[src/rtl/tdm_pair_demux.sv]
// -----------------------------------------------------------------------------
// tdm_pair_demux
//
// Two-channel time-division demultiplexer. It takes a single tagged word stream
// in which channel A (sel=0) and channel B (sel=1) words alternate. It rebuilds
// each A/B pair into parallel registered outputs and flags framing violations.
//
// Optional feature macro: TDM_PAIR_DEMUX_ERRCNT_EN
//   defined     : err_count_o counts frame_err pulses and saturates at 255
//   not defined : err_count_o is tied to zero
//
// Ports
//   clk_i        rising-edge clock
//   rst_i        asynchronous, active-high reset
//   in_valid_i   in_sel_i/in_data_i carry a word this cycle
//   in_sel_i     channel tag, 0 = A, 1 = B
//   in_data_i    channel word
//   a_out_o      A word of the last completed pair
//   b_out_o      B word of the last completed pair
//   out_valid_o  one-cycle pulse, a new pair is on a_out_o/b_out_o
//   frame_err_o  one-cycle pulse, a sequence violation was sampled
//   busy_o       high while an A word is held and a B word is awaited
//   err_count_o  saturating violation count
// -----------------------------------------------------------------------------
module tdm_pair_demux #(
  parameter int WIDTH = 8
) (
  input  logic             clk_i,
  input  logic             rst_i,
  input  logic             in_valid_i,
  input  logic             in_sel_i,
  input  logic [WIDTH-1:0] in_data_i,
  output logic [WIDTH-1:0] a_out_o,
  output logic [WIDTH-1:0] b_out_o,
  output logic             out_valid_o,
  output logic             frame_err_o,
  output logic             busy_o,
  output logic [7:0]       err_count_o
);

  typedef enum logic [0:0] {
    ST_IDLE   = 1'b0,
    ST_HAVE_A = 1'b1
  } state_t;

  state_t           state_q,     state_d;
  logic [WIDTH-1:0] a_hold_q,    a_hold_d;
  logic [WIDTH-1:0] a_out_q,     a_out_d;
  logic [WIDTH-1:0] b_out_q,     b_out_d;
  logic             out_valid_q, out_valid_d;
  logic             frame_err_q, frame_err_d;
  logic             busy_q,      busy_d;

  // Next-state and output decode for the pairing FSM.
  always_comb begin
    state_d     = state_q;
    a_hold_d    = a_hold_q;
    a_out_d     = a_out_q;
    b_out_d     = b_out_q;
    out_valid_d = 1'b0;
    frame_err_d = 1'b0;
    if (in_valid_i) begin
      case (state_q)
        ST_IDLE: begin
          if (!in_sel_i) begin
            a_hold_d = in_data_i;
            state_d  = ST_HAVE_A;
          end else begin
            // B without a preceding A: drop it.
            frame_err_d = 1'b1;
          end
        end
        ST_HAVE_A: begin
          if (in_sel_i) begin
            // Both halves load together so the pair is never seen half-updated.
            a_out_d     = a_hold_q;
            b_out_d     = in_data_i;
            out_valid_d = 1'b1;
            state_d     = ST_IDLE;
          end else begin
            // Second A in a row: resync onto the newest A.
            a_hold_d    = in_data_i;
            frame_err_d = 1'b1;
          end
        end
        default: begin
          state_d = ST_IDLE;
        end
      endcase
    end else begin
      state_d = state_q;
    end
    busy_d = (state_d == ST_HAVE_A);
  end

  // FSM state and registered outputs.
  always_ff @(posedge clk_i or posedge rst_i) begin
    if (rst_i) begin
      state_q     <= ST_IDLE;
      a_hold_q    <= {WIDTH{1'b0}};
      a_out_q     <= {WIDTH{1'b0}};
      b_out_q     <= {WIDTH{1'b0}};
      out_valid_q <= 1'b0;
      frame_err_q <= 1'b0;
      busy_q      <= 1'b0;
    end else begin
      state_q     <= state_d;
      a_hold_q    <= a_hold_d;
      a_out_q     <= a_out_d;
      b_out_q     <= b_out_d;
      out_valid_q <= out_valid_d;
      frame_err_q <= frame_err_d;
      busy_q      <= busy_d;
    end
  end

`ifdef TDM_PAIR_DEMUX_ERRCNT_EN
  logic [7:0] err_count_q, err_count_d;

  // Saturating count of framing violations, updated on the same edge as frame_err.
  always_comb begin
    err_count_d = err_count_q;
    if (frame_err_d && (err_count_q != 8'hFF)) begin
      err_count_d = err_count_q + 8'd1;
    end else begin
      err_count_d = err_count_q;
    end
  end

  // Violation counter register, cleared only by reset.
  always_ff @(posedge clk_i or posedge rst_i) begin
    if (rst_i) begin
      err_count_q <= 8'd0;
    end else begin
      err_count_q <= err_count_d;
    end
  end

  assign err_count_o = err_count_q;
`else
  assign err_count_o = 8'd0;
`endif

  assign a_out_o     = a_out_q;
  assign b_out_o     = b_out_q;
  assign out_valid_o = out_valid_q;
  assign frame_err_o = frame_err_q;
  assign busy_o      = busy_q;

endmodule

[config.mk]
export PLATFORM = sky130hd
export DESIGN_NAME = tdm_pair_demux
export DESIGN_NICKNAME = d
export VERILOG_FILES = /design/src/rtl/tdm_pair_demux.sv
export SDC_FILE = /design/constraint.sdc
export NUM_CORES = 1
export LEC_CHECK = 0
export CAP_MARGIN = 40
export CORE_MARGIN = 3
export CORE_UTILIZATION = 44
export CTS_CLUSTER_SIZE = 16
export DETAILED_ROUTE_END_ITERATION = 7
export PLACE_DENSITY = 0.78
export SLEW_MARGIN = 20
export SYNTH_ARGS = -nofsm -noshare
export SYNTH_HDL_FRONTEND = slang
export SYNTH_SLANG_ARGS = --single-unit
export TNS_END_PERCENT = 1
[constraint.sdc]
create_clock -name clk_i -period 1.4 [get_ports clk_i]
set_input_delay 0.28 -clock clk_i [delete_from_list [all_inputs] [get_ports clk_i]]
set_output_delay 0.28 -clock clk_i [all_outputs]
set_load 0.02 [all_outputs]
==> flow_summary.toml <==
[logic_synthesis]
syn_avg_cell_area_um2 = 16.1
synthCells = 70
synth_top_family_by_area = "multiplexers"
synth_fa_ha_area_frac = 0.0111
ys_ff_latch = 27
synthDistinctLibCells = 13
syn_area_um2 = 1130
yosysWarnings = 0
yosys.area_share.simple = 0.0344
synth_mux_area_frac = 0.273
synth_compound_area_frac = 0.00444
seq_area_frac_synth = 0.599
synth_xor_area_frac = 0

[floorplanning]
dieArea_um2 = 3210
io_pins = 39
rows = 17
coreArea_um2 = 2320
die_h_um = 56.6
die_x_um = 56.6
initial_utilization = 0.486

[final_layout]
area_delta_synth_final_pct = 31.7
fin_area_um2 = 1490
final_cells = 136
diodes = 0
nets = 122
fillers = 193
drive_above_1_share = 0.352

[timing]
finalHoldViolations = 0
setup_viol = 0
finClkSkew_ps = 13.4
whs_ps = 295
fin_crit_sh = 0.959
period_minus_slack_ps = 1340
layout_setup_ws_ps = 57.5
grt_setup_unrepaired = "no"
finalMaxSlewViolations = 0
max_freq_mhz = 745

[power_and_ir_drop]
total_power_w = 0.00207
power.internal_w = 0.00142
p_leak_nw = 0.736
clock_power_share = 0.158
comb_power_share = 0.340
switching_share = 0.312
ir_worst_vdd_v = 0.000855
p_sw_w = 0.000646
power_density_nw_per_um2 = 1390
p_seq_frac = 0.502

[placement]
globalplace.congestion = 0.667
post-place-ws_ps = -199
dpl_cell_area_um2 = 1470
port_buffers = 30
detailed_place_hpwl_mm = 1.41
dp.cells = 131

[worst_setup_path]
critPathLaunchType = "register"
critical_path_buf_inv_count = 1
startpoint = "b_out_o[5]$_DFFE_PP0P_"
r2r-end = "b_out_o[0]$_DFFE_PP0P_"
path_cells = "dlygate4sd2_1"
reg2regPathDepth = 4
worstReg2RegStart = "busy_o$_DFFE_PP0P_"
crit_family = "flip-flops"
path_max_fanout = 2
worst-endpoint-required_ps = 1120
r2r_slack_ps = 120
crit_arrival_ps = 1060
slowest_stage = "dfrtp_1"
worst-setup-path-type = "reg2out"
critPathMaxStageDelay_ps = 420
worstSetupEndpointType = "output port"

[clock_network]
cts-root-buf = "clkbuf_4"
htree_num_levels = 1
clk_latency_ps = 320
clockBufferDepth = 2
cts.clk_slew.worst_paths_ps = 150
cts_sinks = 27
cts_buffers = 3
cts_tree = "built"

[detailed_routing]
drc = 0
totalWireLength_mm = 1.82
route.vias.total = 624
wl_per_cell_um = 13.4
drt-initial-drc-count = 1
ant_nets = 0
firstDrtPassIters = 2
viasPerCell = 4.59

[global_route]
grt_pass1_vias = 629
grt_max_degree = 28
antenna_found_initial = 0
grt_pass1_wl_mm = 2.98
grt_overflow_total = 0
gr-usage-all-layers = 0.120

[hold_path]
worst_hold_path_type = "in2async"

[job]
maxCapViolCount = 0

[status]
status = "finished clean"
## per-stage QoR
step	utilization	setup TNS [ps]
finish	0.641	0
global route	0.641	0
CTS	0.637	0
detailed placement	0.634	-3630
global placement	0.634	-3130
floorplan	-	0
## worst max-delay path by stage
stage                                   end  depth (start not counted)
global route                     b_out_o[5]                          1
detailed placement  a_hold_q[4]$_DFFE_PP0P_                          4
finish                           b_out_o[5]                          1
floorplan            a_out_o[0]$_DFFE_PP0P_                          3
CTS                              a_out_o[1]                          1
global placement    a_hold_q[1]$_DFFE_PP0P_                          4
## kinds of logic after synthesis
group | Yosys count
flip-flops | 27
multiplexers | 24
buffers and inverters | 12
AND/OR/NAND/NOR | 4
AO/OA/AOI/OAI | 1
adder cells (fa/ha/maj) | 1
other | 1
## area by class of cell
class | instances | area (µm²) | area share
clock buffer | 3 | 22.5 | 0.0152
clock inverter | 1 | 7.51 | 0.00505
inverter | 2 | 7.51 | 0.00505
multi-input combinational | 38 | 394 | 0.265
sequential | 27 | 676 | 0.455
tap | 28 | 35.0 | 0.0236
timing repair buffer | 37 | 343 | 0.231
## synth_stat cells
cell type / n / area share
dfrtp_1: 27 / 0.60
mux2_2: 14 / 0.14
mux2_4: 10 / 0.13
buf_4: 8 / 0.053
and2_2: 2 / 0.013
inv_1: 2 / 0.0067
buf_2: 1 / 0.0044
buf_6: 1 / 0.010
conb_1: 1 / 0.0033
ha_1: 1 / 0.011
nand2b_1: 1 / 0.0056
nand3_4: 1 / 0.016
o21ai_0: 1 / 0.0044
## power groups by stage
| stage | clock network, W | registers (W) | logic, W |
|---|---|---|---|
| 6_report | 0.000327 | 0.00104 | 0.000702 |
| 5_1_grt | 0.000378 | 0.00106 | 0.000750 |
| 4_1_cts | 0.000340 | 0.00104 | 0.000699 |
| 3_5_place_dp | 0 | 0.00106 | 0.000795 |
| 3_3_place_gp | 0 | 0.00105 | 0.000779 |
| 2_1_floorplan | 0 | 0.00122 | 0.000268 |
## routing by layer
layer  routed length [µm]  share of wire  up-vias  global-route usage
met5                    0              0        -                   0
li1                     -              -      298                   -
met2                  854           0.47       25               0.185
met3                  154          0.084        2              0.0299
met4                   12         0.0066        0              0.0407
met1                  803           0.44      299               0.164
## cells in the final DEF, fill, tap and decap left out, types with 2 or more instances in the layout
cell type / instances
dlygate4sd2_1: 18
dfrtp_1: 27
conb_1: 8
clkdlybuf4s50_1: 11
clkbuf_4: 3
mux2_2: 14
and2_2: 2
buf_4: 6
mux2_4: 10
inv_1: 2
## timing repair
action                     4_1_cts  5_1_grt
buffers inserted                 0        1
hold buffers                     0        0
hold endpoints to repair         0        0
gates resized for setup         19        1
pin swaps                        0        0
setup endpoints to repair       19        2
## flip-flops by register name, indices dropped and copies added, names as in the netlist
register	count
a_out_o	8
frame_err_o	1
a_hold_q	8
b_out_o	8
busy_o	1
out_valid_o	1
Power figures use the tool's default switching activity.
